--- src/rtl/sigma_delta_adc.sv ---
// Capture sequencer for sigma_delta_adc: pulses converter reset, drops STGS settling codes, buffers samples in a show-ahead FIFO.
// Optional SDADC_CTRL_SAT_CLAMP_EN: all-ones codes become 0 and are counted in sat_count.
module sigma_delta_adc_ctrl #(
  parameter int WDTH    = 18,
  parameter int STGS    = 2,
  parameter int RST_CYC = 4,
  parameter int DEPTH   = 4,
  parameter int CNT_W   = 16
) (
  input  logic             clk,
  input  logic             rst,
  input  logic             start,
  input  logic             abort,
  input  logic [CNT_W-1:0] num_samples,
  output logic             adc_rst,
  input  logic [WDTH-1:0]  adc_output,
  input  logic             adc_valid,
  output logic [WDTH-1:0]  m_data,
  output logic             m_valid,
  input  logic             m_ready,
  output logic             busy,
  output logic             done,
  output logic             overflow,
  output logic [CNT_W-1:0] sat_count
);
  localparam int PW  = (DEPTH > 1) ? $clog2(DEPTH) : 1;
  localparam int OCW = $clog2(DEPTH + 1);
  localparam int RCW = $clog2(RST_CYC + 1);
  localparam int SCW = (STGS > 0) ? $clog2(STGS + 1) : 1;

  typedef enum logic [2:0] {S_IDLE, S_HOLD, S_SETTLE, S_CAPTURE, S_DRAIN} state_t;

  state_t           r_state, w_state_nxt;
  logic [RCW-1:0]   r_rst_cnt;
  logic [SCW-1:0]   r_settle_cnt;
  logic [CNT_W-1:0] r_remain;
  logic             r_done, r_overflow;
  logic             w_done_nxt, w_flush, w_start_ok;
  logic [WDTH-1:0]  r_mem [DEPTH];
  logic [PW-1:0]    r_wptr, r_rptr, w_rptr_inc;
  logic [OCW-1:0]   r_count, w_count_nxt;
  logic [WDTH-1:0]  r_m_data, w_push_dat;
  logic             r_m_valid, w_cap_vld, w_push, w_pop, w_load_in;

  assign w_start_ok  = (r_state == S_IDLE) && start && (num_samples != '0);
  assign w_cap_vld   = (r_state == S_CAPTURE) && adc_valid && !abort;
  assign w_pop       = r_m_valid && m_ready;
  // A full FIFO still accepts a push when the head leaves in the same cycle
  assign w_push      = w_cap_vld && ((r_count != OCW'(DEPTH)) || w_pop);
  assign w_count_nxt = r_count + OCW'(w_push) - OCW'(w_pop);
  assign w_load_in   = w_push && ((r_count == '0) || ((r_count == OCW'(1)) && w_pop));
  assign w_rptr_inc  = r_rptr + PW'(1);

`ifdef SDADC_CTRL_SAT_CLAMP_EN
  logic             w_all_ones;
  logic [CNT_W-1:0] r_sat_count;
  assign w_all_ones = &adc_output;
  assign w_push_dat = w_all_ones ? '0 : adc_output;
  assign sat_count  = r_sat_count;
  always_ff @(posedge clk or negedge rst) begin
    if (!rst) begin
      r_sat_count <= '0;
    end else if (w_start_ok) begin
      r_sat_count <= '0;
    end else if (w_cap_vld && w_all_ones && (r_sat_count != '1)) begin
      r_sat_count <= r_sat_count + CNT_W'(1);
    end
  end
`else
  assign w_push_dat = adc_output;
  assign sat_count  = '0;
`endif

  always_ff @(posedge clk or negedge rst) begin
    if (!rst) r_state <= S_IDLE;
    else      r_state <= w_state_nxt;
  end

  always_comb begin
    w_state_nxt = r_state;
    w_done_nxt  = 1'b0;
    w_flush     = 1'b0;
    case (r_state)
      S_IDLE: begin
        if (start) begin
          if (num_samples == '0) w_done_nxt = 1'b1;
          else                   w_state_nxt = S_HOLD;
        end
      end
      S_HOLD:    if (r_rst_cnt == RCW'(1)) w_state_nxt = (STGS == 0) ? S_CAPTURE : S_SETTLE;
      S_SETTLE:  if (adc_valid && (r_settle_cnt == SCW'(STGS - 1))) w_state_nxt = S_CAPTURE;
      S_CAPTURE: if (w_cap_vld && (r_remain == CNT_W'(1))) w_state_nxt = S_DRAIN;
      S_DRAIN: begin
        if (r_count == '0) begin
          w_state_nxt = S_IDLE;
          w_done_nxt  = 1'b1;
        end
      end
      default:   w_state_nxt = S_IDLE;
    endcase
    if ((r_state != S_IDLE) && abort) begin
      w_state_nxt = S_IDLE;
      w_done_nxt  = 1'b1;
      w_flush     = 1'b1;
    end
  end

  always_ff @(posedge clk or negedge rst) begin
    if (!rst) begin
      r_done       <= 1'b0;
      r_rst_cnt    <= '0;
      r_settle_cnt <= '0;
      r_remain     <= '0;
      r_overflow   <= 1'b0;
    end else begin
      r_done <= w_done_nxt;
      if (w_start_ok) begin
        r_rst_cnt    <= RCW'(RST_CYC);
        r_settle_cnt <= '0;
        r_remain     <= num_samples;
        r_overflow   <= 1'b0;
      end else begin
        if (r_state == S_HOLD) r_rst_cnt <= r_rst_cnt - RCW'(1);
        if ((r_state == S_SETTLE) && adc_valid) r_settle_cnt <= r_settle_cnt + SCW'(1);
        if (w_cap_vld) r_remain <= r_remain - CNT_W'(1);
        if (w_cap_vld && !w_push) r_overflow <= 1'b1;
      end
    end
  end

  always_ff @(posedge clk) begin
    if (w_push) r_mem[r_wptr] <= w_push_dat;
  end

  // Occupancy counts the output register as one of the DEPTH entries
  always_ff @(posedge clk or negedge rst) begin
    if (!rst) begin
      r_wptr    <= '0;
      r_rptr    <= '0;
      r_count   <= '0;
      r_m_valid <= 1'b0;
      r_m_data  <= '0;
    end else if (w_flush) begin
      r_wptr    <= '0;
      r_rptr    <= '0;
      r_count   <= '0;
      r_m_valid <= 1'b0;
    end else begin
      if (w_push) r_wptr <= r_wptr + PW'(1);
      if (w_pop)  r_rptr <= w_rptr_inc;
      r_count   <= w_count_nxt;
      r_m_valid <= (w_count_nxt != '0);
      if (w_load_in)                          r_m_data <= w_push_dat;
      else if (w_pop && (w_count_nxt != '0)) r_m_data <= r_mem[w_rptr_inc];
    end
  end

  assign adc_rst  = !((r_state == S_SETTLE) || (r_state == S_CAPTURE));
  assign busy     = (r_state != S_IDLE);
  assign done     = r_done;
  assign overflow = r_overflow;
  assign m_data   = r_m_data;
  assign m_valid  = r_m_valid;
endmodule

--- config.mk ---
export PLATFORM = sky130hd
export DESIGN_NAME = sigma_delta_adc_ctrl
export DESIGN_NICKNAME = d
export VERILOG_FILES = /design/src/rtl/sigma_delta_adc.sv
export SDC_FILE = /design/constraint.sdc
export NUM_CORES = 1
export LEC_CHECK = 0
export CAP_MARGIN = 10
export CELL_PAD_IN_SITES_DETAIL_PLACEMENT = 1
export CELL_PAD_IN_SITES_GLOBAL_PLACEMENT = 1
export CORE_MARGIN = 4
export CORE_UTILIZATION = 30
export CTS_BUF_LIST = sky130_fd_sc_hd__clkbuf_4
export DETAILED_ROUTE_END_ITERATION = 8
export HOLD_SLACK_MARGIN = 0.15
export PLACE_DENSITY_LB_ADDON = 0.1
export SLEW_MARGIN = 10
export SYNTH_ARGS = -nofsm -noshare
export SYNTH_HDL_FRONTEND = slang
export SYNTH_SLANG_ARGS = --single-unit
--- constraint.sdc ---
create_clock -name clk -period 7.6 [get_ports clk]
set_clock_uncertainty 0.15 [all_clocks]
set_input_delay 1.52 -clock clk [delete_from_list [all_inputs] [get_ports clk]]
set_output_delay 1.52 -clock clk [all_outputs]
set_load 0.02 [all_outputs]
==> results_dict.tcl, run 1 <==
set metrics [dict create \
    max-slew-margin-rel_pct 26.7 \
    dpl.hpwl_um 8470 \
    clk_pin_slew_worst_paths_ns 0.12 \
    post-cts-setup-buffer-count 0 \
    gp_congestion 0.722 \
    yosys.cell_count.top_type "edfxtp_1" \
    synth_top_flop_cell "edfxtp_1" \
    gr-usage-met2_pct 22.6 \
    io_pins 79 \
    hp-class "flip-flop to flip-flop" \
    syn_inst 401 \
    antenna_left 0 \
    grt_pass1_wl_um 20700 \
    layout-drive-gt1-share_pct 15.5 \
    fin_tns_setup_ns 0 \
    h-tree-depth 4 \
    grt_busiest_layer "met2" \
    dr.first_iter.drc_count 143 \
    ys_async_sr_fraction_pct 41.9 \
    fp.dieW_um 144 \
    grt_max_degree 53 \
    grt_pass1_vias 3663 \
    place_ws_ns 1.83 \
    yosysTopAreaCellShare_pct 39.0 \
    grt-ovfl-total 0 \
    nFillCells 1913 \
    first_pass_iters 4 \
    hold_viol 0 \
    ir_worst_vdd_v 0.0000828 \
    fin_ws_ns 2.46 \
    io_buffers 62 \
    grt_use_met3_pct 3.69 \
    fin_crit_ns 5.14 \
    rsz0062_at_grt "false" \
    root_buffer "clkbuf_4" \
    cts_hold_buf 0 \
    fmax_mhz 194 \
    vias 3406 \
    ctsResizeCount 0 \
    initial_utilization_pct 30.6 \
    avgSynthCellArea_um2 13.8 \
    synth_edf_count 72 \
    finalPower_w 0.00215 \
    pwr_density_cell_mw_per_mm2 326 \
    die_y_um 144 \
    cap_violations 0 \
    cts_tree "built" \
    cts_buffers 17 \
    syn_area_mm2 0.00554 \
    wl_um 13000 \
    drc 0 \
    grt_usage_pct 13.5 \
    synth_seq_cells 124 \
    ys_types 55 \
    setup_violations 0 \
    tightest_slew_ns 1.10 \
    start_kind "primary input" \
    areaGrowthSynthToFinish_pct 18.9 \
    coreArea_mm2 0.0181 \
    drv_slew 0 \
    ys_seq_area_share_pct 62.5 \
    period_share_pct 67.7 \
    placementRows 49 \
    netlist_top_cells_area "edfxtp_1, dfrtp_1, mux4_2" \
    clkLatencyLatePin_ns 0.52 \
    cp_max_fo 18 \
    clk_path_buf_depth 2 \
    outcome "complete, no violations" \
    antenna_found_initial 1 \
    crit_arrival_ns 5.39 \
    vias_per_cell 4.77 \
    yosys.area.top_type "edfxtp_1" \
    synth-warning-count 0 \
    groute.layer.met1.usage_pct 16.9 \
    critPathCaptureType "flip-flop" \
    wl_per_cell_um 18.2 \
    p_leak_nw 2.38 \
    worstPathRequired_ns 7.85 \
    cts.sink_count 124 \
    final_nets 523 \
    ys_top_cells_by_count "edfxtp_1, dfrtp_1, nor2_1, a21oi_1, mux2i_1" \
    path_class "primary input to flip-flop" \
    dieArea_mm2 0.0207 \
]
==> worst max-delay path: stages <==
cell and delay, ns:
clkdlybuf4s50_1 0.47, and4bb_2 0.39, nand2_1 0.19, a31oi_2 0.36, inv_1 0.08, ha_1 0.27
inv_1 0.05, ha_1 0.13, inv_1 0.05, fa_1 0.37, xnor2_1 0.15, xnor2_1 0.24
o221a_2 0.74, mux2i_1 0.27, a21oi_1 0.09
==> power breakdown <==
part / internal, W / switching [W]
Sequential: 0.000837 / 0.000127
Clock: 0.000167 / 0.000261
Combinational: 0.000371 / 0.000383
==> sequential cells by signal (all words and copies together), names as in the netlist <==
register,flops
r_mem,72
m_data,18
r_remain,16
r_count,3
r_rst_cnt,3
r_state,3
r_rptr,2
r_settle_cnt,2
r_wptr,2
done,1
m_valid,1
overflow,1
==> layout make-up <==
class / count / area, um^2 / share of cell area, %
Antenna cell: 1 / 2.50 / 0.0380
Clock buffer: 18 / 135 / 2.05
Tap cell: 229 / 287 / 4.35
Clock inverter: 14 / 119 / 1.80
Timing Repair Buffer: 66 / 646 / 9.80
Multi-Input combinational cell: 247 / 1880 / 28.5
Sequential cell: 124 / 3460 / 52.6
Inverter: 15 / 56.3 / 0.855
==> logic make-up (layout without fill, tap and decap cells) <==
group | after synthesis | in the layout | share of synthesized area [%]
simple gates | 110 | 110 | 10.7
fa+ha+maj | 12 | 12 | 2.85
buf+inv | 45 | 113 | 4.58
other cells | 1 | 17 | 0.0677
compound gates | 61 | 61 | 6.71
flops | 124 | 124 | 62.5
xor+xnor | 9 | 9 | 1.42
mux | 39 | 39 | 11.1
==> metrics by stage <==
stage                     cell area, um^2  cells  hold slack (ns)  utilization, %
after detailed placement             6330    681            0.349            35.0
final                                6590    714            0.383            36.4
after global placement               6330    681            0.348            35.0
after CTS                            6590    713            0.389            36.4
after global routing                 6590    714            0.404            36.4
after floorplan                      5600    416            0.321               -
==> layout by cell type, fill, tap and decap left out, types with 2 or more instances in the layout <==
master / synthesis / routed
nand3_1: 4 / 4
nand2_1: 19 / 19
conb_1: 1 / 16
mux2i_1: 20 / 20
nor4_1: 6 / 6
inv_6: 0 / 4
nand4_1: 2 / 2
clkinv_2: 0 / 6
nor3_2: 2 / 2
ha_1: 11 / 11
xor2_1: 3 / 3
o21ai_0: 10 / 10
nand4b_1: 2 / 2
and2_1: 6 / 6
o22ai_1: 2 / 2
or3_2: 3 / 3
nand3b_1: 2 / 2
nor2b_1: 4 / 4
xnor2_1: 6 / 6
or4_4: 2 / 2
nor2_1: 37 / 37
clkbuf_4: 0 / 18
nor3_1: 4 / 4
o211ai_1: 8 / 8
buf_4: 17 / 4
or3_1: 3 / 3
or4_2: 2 / 2
nand2b_1: 2 / 2
nor3b_1: 2 / 2
clkinvlp_4: 0 / 2
edfxtp_1: 72 / 72
clkdlybuf4s50_1: 0 / 61
inv_1: 15 / 15
a21oi_1: 30 / 30
dfrtp_1: 52 / 52
mux4_2: 18 / 18
==> path summary, 6_finish.rpt <==
| path | from | to | slack (ns) | cells past startpoint |
|---|---|---|---|---|
| worst max-delay path | abort | m_data[5] | 2.46 | 15 |
| worst min-delay path | r_rst_cnt[2] | r_rst_cnt[2] | 0.38 | 2 |
| worst max register to register | r_state[0] | m_data[5] | 3.47 | 14 |
| worst min register to register | r_rst_cnt[2] | r_rst_cnt[2] | 0.38 | 2 |
| max in group asynchronous | rst | r_remain[12] | 5.80 | 2 |
| min in group asynchronous | rst | m_data[6] | 0.98 | 2 |
==> metal layers <==
layer  routed length [um]  vias up
li1                     -     1595
met1                 5820     1743
met2                 6580       58
met3                  453       10
met4                  131        0
met5                    0        -
No activity file was read; power rests on OpenSTA's default activity.
==> run 2, diff against run 1 <==
==> constraint.sdc (replaced) <==
create_clock -name clk -period 4.59 [get_ports clk]
set_clock_uncertainty 0.15 [all_clocks]
set_input_delay 0.918 -clock clk [delete_from_list [all_inputs] [get_ports clk]]
set_output_delay 0.918 -clock clk [all_outputs]
set_load 0.02 [all_outputs]
==> run 2 against run 1 <==
Register-to-register slack worse by 2.5 ns. Critical path depth up 1. Combinational power up 67%. Clock-buffer cell count up 2. Clock power up 75%. Setup slack worse by 1.8 ns. Sequential cell count unchanged. Sequential share of layout area down 0.77 points. Non-clock buffer count up 9. Largest power group unchanged. Largest cell class unchanged. Via count up 2.3%.
==> results_dict.tcl, run 2 (synthesis results as in run 1) <==
set metrics [dict create \
    antenna_found_initial 0 \
    switching_share_pct 34.6 \
    grt_max_degree 37 \
    ir_worst_vdd_v 0.000159 \
    rsz0062_at_grt "false" \
    p_leak_nw 2.43 \
    die_y_um 144 \
    vias_per_cell 4.83 \
    areaGrowthSynthToFinish_pct 20.7 \
    path_buf_inv 5 \
    cp_slowest_cell "clkdlybuf4s50_1" \
    grt_pass1_wl_um 20900 \
    path_class "primary input to flip-flop" \
    fin_tns_setup_ns 0 \
    pwr_density_cell_mw_per_mm2 538 \
    antenna_left 0 \
    grt_usage_pct 13.4 \
    hp-class "primary input to async pin" \
    coreArea_mm2 0.0181 \
    finalPower_w 0.00360 \
    start_kind "primary input" \
    clkLatencyLatePin_ns 0.53 \
    comb_power_share_pct 35.0 \
    io_buffers 62 \
    drc 0 \
    dieArea_mm2 0.0207 \
    slowest_delay_ns 0.42 \
    placementRows 49 \
    root_buffer "clkbuf_4" \
    multi_input_area_mm2 0.00188 \
    crit_path_cell_trace "clkdlybuf4s50_1, and4bb_2, nand2_1, a31oi_2, inv_1, ha_1, inv_1, ha_1, inv_1, fa_1, xnor2_1, xnor2_1, o221a_2, buf_12, mux2i_1, a21oi_1" \
    cts_buffers 17 \
    largest_reg_flops 72 \
    post-cts-setup-buffer-count 0 \
    wl_per_cell_um 18.0 \
    drv_slew 0 \
    pwr-share-clk_pct 20.8 \
    cap_violations 0 \
    insertedDiodeCount 0 \
    final_common_cell "edfxtp_1" \
    clk_path_buf_depth 2 \
    outcome "complete, no violations" \
    grt_pass1_vias 3807 \
    final_nets 532 \
    setup_violations 0 \
    sequential_cell_area_mm2 0.00346 \
    final_cell_mix "edfxtp_1, clkdlybuf4s50_1, dfrtp_1, nor2_1, a21oi_1" \
    cts.sink_count 124 \
    dp.cells 690 \
    reg2reg_from "r_state[2]" \
    gp_congestion 0.752 \
    wl_um 13000 \
    cp_top_family "buffers and inverters" \
    clk_pin_slew_worst_paths_ns 0.11 \
    vias 3486 \
    power_switching_w 0.00125 \
    p_seq_share_pct 44.2 \
    post_dp_cell_area_mm2 0.00641 \
    io_pins 79 \
    cp_max_fo 18 \
    ctsResizeCount 0 \
    grt-ovfl-total 0 \
    dr.first_iter.drc_count 154 \
    max-slew-margin-rel_pct 31.2 \
    dpl.hpwl_um 8890 \
    internal-power_w 0.00235 \
    critPathCaptureType "flip-flop" \
    initial_utilization_pct 30.6 \
    period_share_pct 85.0 \
    hold_viol 0 \
    h-tree-depth 4 \
    fin_crit_ns 3.90 \
    nFillCells 1913 \
    path_common_cell "inv_1" \
    first_pass_iters 4 \
    stdcell_area_mm2 0.00669 \
    fp.dieW_um 144 \
    fmax_mhz 256 \
    critPathLaunch "abort" \
    layout-drive-gt1-share_pct 16.6 \
    tightest_slew_ns 1.03 \
    instances_no_fill 722 \
    cts_hold_buf 0 \
    largest-register "r_mem" \
    cts_tree "built" \
    crit_arrival_ns 4.15 \
    worstPathRequired_ns 4.83 \
]
[run 2: final cells by class]
class	count	share of cell area, %
clock inverters	12	1.85
multi-input cells	247	28.1
clock buffers	20	2.25
flip-flops and latches	124	51.8
inverters	15	0.842
repair buffers	75	10.9
well taps	229	4.29
[run 2: through the flow]
step           hold slack (ns)  setup WS, ns  util (%)
4_1_cts                  0.298         0.720      37.0
2_1_floorplan            0.321         0.579         -
3_3_place_gp             0.345         0.301      35.4
3_5_place_dp             0.360         0.115      35.4
6_report                 0.319         0.687      37.0
5_1_grt                  0.316         0.507      37.0
[run 2: power groups by stage]
stage / registers (W) / clock network (W) / logic [W]
after floorplan: 0.00164 / 0 / 0.000793
after global placement: 0.00161 / 0 / 0.00127
after detailed placement: 0.00162 / 0 / 0.00129
after CTS: 0.00160 / 0.000787 / 0.00130
after global routing: 0.00162 / 0.000840 / 0.00140
final: 0.00159 / 0.000747 / 0.00126
[run 2: final timing paths]
| check | slack (ns) | endpoint | cells past startpoint |
|---|---|---|---|
| max in group asynchronous | 3.13 | r_rptr[0] | 2 |
| worst min-delay path | 0.32 | m_data[14] | 1 |
| worst max-delay path | 0.69 | m_data[5] | 16 |
| min in group clk | 0.38 | r_rst_cnt[2] | 2 |
| worst min register to register | 0.38 | r_rst_cnt[2] | 2 |
| worst max register to register | 1.01 | m_data[5] | 15 |
[run 2: worst register-to-register path, delay by kind of cell (launching register included)]
family,cells,cell delay (ns)
adder cells (fa/ha/maj),3,0.78
AO/OA/AOI/OAI,3,0.55
AND/OR/NAND/NOR,2,0.52
flip-flops,1,0.48
XOR/XNOR,2,0.41
buffers and inverters,4,0.37
multiplexers,1,0.22
[run 2: routing by layer]
layer / share of wire (%) / up-vias / GRT usage (%)
met5: 0 / - / 0
met4: 1.3 / 0 / 3.77
met2: 51 / 68 / 22.9
li1: - / 1619 / -
met3: 3.4 / 16 / 3.83
met1: 44 / 1783 / 16.6
==> run 3, diff against run 2 <==
--- a/config.mk
+++ b/config.mk
@@ -14,6 +14,7 @@
 export DETAILED_ROUTE_END_ITERATION = 8
 export HOLD_SLACK_MARGIN = 0.15
 export PLACE_DENSITY_LB_ADDON = 0.1
+export RECOVER_POWER = 100
 export SLEW_MARGIN = 10
 export SYNTH_ARGS = -nofsm -noshare
 export SYNTH_HDL_FRONTEND = slang
==> run 3 against run 2 <==
The flow now finishes with violations (capacitance limit, slew limit). Register-to-register slack worse by 0.02 ns. Total power down 1.5%. Core utilization decreased by 0.26 points. Via count shrank 0.11%. Clock-buffer cell count is the same. Wire length barely moved. Global-route usage unchanged. Sequential power about the same. Non-clock buffer count stayed put. Maximum frequency is 4.0% lower. Final cell count did not move. Critical path type unchanged.
==> results_dict.tcl, run 3 (synthesis results as in run 1) <==
set metrics [dict create \
    coreArea_mm2 0.0181 \
    io_buffers 62 \
    drc 0 \
    dpl.hpwl_um 8890 \
    stdcell_area_mm2 0.00664 \
    worstPathRequired_ns 4.84 \
    final_nets 532 \
    vias 3482 \
    hold_viol 0 \
    pwr_density_cell_mw_per_mm2 534 \
    clk_pin_slew_worst_paths_ns 0.11 \
    path_class "primary input to flip-flop" \
    fmax_mhz 246 \
    min_path_cells 2 \
    gp_congestion 0.752 \
    critPathCaptureType "flip-flop" \
    largest-register "r_mem" \
    fin_tns_setup_ns 0 \
    instances_no_fill 722 \
    cp_slowest_cell "dlygate4sd3_1" \
    cts_tree "built" \
    grt_pass1_wl_um 20900 \
    utilization_pct 36.7 \
    wl_um 13000 \
    dr.first_iter.drc_count 169 \
    nFillCells 1919 \
    hp-class "flip-flop to flip-flop" \
    path_common_cell "inv_1" \
    final_cell_mix "edfxtp_1, dfrtp_1, dlygate4sd3_1, nor2_1, a21oi_1" \
    max-slew-margin-rel_pct -27.9 \
    post_dp_cell_area_mm2 0.00641 \
    cts_buffers 17 \
    p_leak_nw 2.40 \
    tightest_slew_ns 1.92 \
    dp.cells 690 \
    antenna_left 0 \
    areaGrowthSynthToFinish_pct 19.8 \
    clkLatencyLatePin_ns 0.53 \
    die_y_um 144 \
    violations "capacitance limit, slew limit" \
    io_pins 79 \
    cp-endpoint "m_data[5]" \
    reg2reg_from "r_state[2]" \
    r2r_setup_slack_ns 0.99 \
    layout-drive-gt1-share_pct 13.8 \
    start_kind "primary input" \
    largest_reg_flops 72 \
    placementRows 49 \
    fp.dieW_um 144 \
    cp_max_fo 18 \
    drv_slew 31 \
    cts.sink_count 124 \
    rsz0062_at_grt "false" \
    initial_utilization_pct 30.6 \
    ctsResizeCount 0 \
    cts_hold_buf 0 \
    reg2regPathDepth 15 \
    fin_crit_ns 4.07 \
    vias_per_cell 4.82 \
    dieArea_mm2 0.0207 \
    r2r_end "m_data[5]" \
    grt_max_degree 37 \
    post-cts-setup-buffer-count 0 \
    wl_per_cell_um 18.0 \
    grt_usage_pct 13.4 \
    first_pass_iters 4 \
    slowest_delay_ns 0.55 \
    outcome "complete, but fails checks" \
    cap_violations 1 \
    crit_arrival_ns 4.31 \
    clk_path_buf_depth 2 \
    critPathLaunch "abort" \
    antenna_found_initial 0 \
    h-tree-depth 4 \
    insertedDiodeCount 0 \
    setup_violations 0 \
    period_share_pct 88.6 \
    root_buffer "clkbuf_4" \
    ir_worst_vdd_v 0.000151 \
    grt_pass1_vias 3807 \
    grt-ovfl-total 0 \
    crit_path_cell_trace "dlygate4sd3_1, and4bb_1, nand2_1, a31oi_2, inv_1, ha_1, inv_1, ha_1, inv_1, fa_1, xnor2_1, xnor2_1, o221a_2, buf_12, mux2i_1, a21oi_1" \
    final_common_cell "edfxtp_1" \
]
-- run 3: how the worst min path moves through the flow --
stage,start,to,slack [ns]
2_1_floorplan,r_remain[9],r_remain[9],0.32
3_3_place_gp,r_remain[9],r_remain[9],0.35
3_5_place_dp,r_rst_cnt[2],r_rst_cnt[2],0.36
4_1_cts,rst,m_data[10],0.30
5_1_grt,r_remain[9],r_remain[9],0.40
6_report,r_rst_cnt[2],r_rst_cnt[2],0.38
-- run 3: report_power, final --
group | total (W) | switching, W | internal [W]
registers | 0.00159 | 0.000200 | 0.00139
clock network | 0.000748 | 0.000411 | 0.000337
logic | 0.00121 | 0.000631 | 0.000583
total | 0.00355 | 0.00124 | 0.00231
-- run 3: cell type report --
class                           count  area (um^2)  area share (%)
Tap cell                          229          287            4.32
Clock buffer                       20          150            2.26
Sequential cell                   124         3460            52.2
Timing Repair Buffer               75          694            10.5
Inverter                           15         56.3           0.848
Clock inverter                     12          124            1.87
Multi-Input combinational cell    247         1860            28.1
-- run 3: stage by stage --
stage / total power [W] / setup slack (ns) / hold WS, ns
final: 0.00355 / 0.525 / 0.379
after global routing: 0.00381 / 0.323 / 0.400
after CTS: 0.00368 / 0.720 / 0.298
after detailed placement: 0.00291 / 0.115 / 0.360
after global placement: 0.00288 / 0.301 / 0.345
after floorplan: 0.00243 / 0.579 / 0.321
-- run 3: per-layer routing --
layer	vias to the layer above	track usage [%]	routed length, um	part of all wire [%]
li1	1620	-	-	-
met1	1783	16.6	5810	45
met4	0	3.77	159	1.2
met2	63	22.9	6620	51
met3	16	3.83	436	3.3
met5	-	0	0	0
-- run 3: critical path, delay by kind of cell --
kind	cells	cell delay (ns)
AOI/OAI and AO/OA	3	0.55
xor gates and xnor gates	2	0.41
adders and majority gates	3	0.78
buffers and inverters	5	0.92
muxes	1	0.21
and+or+nand+nor	2	0.52
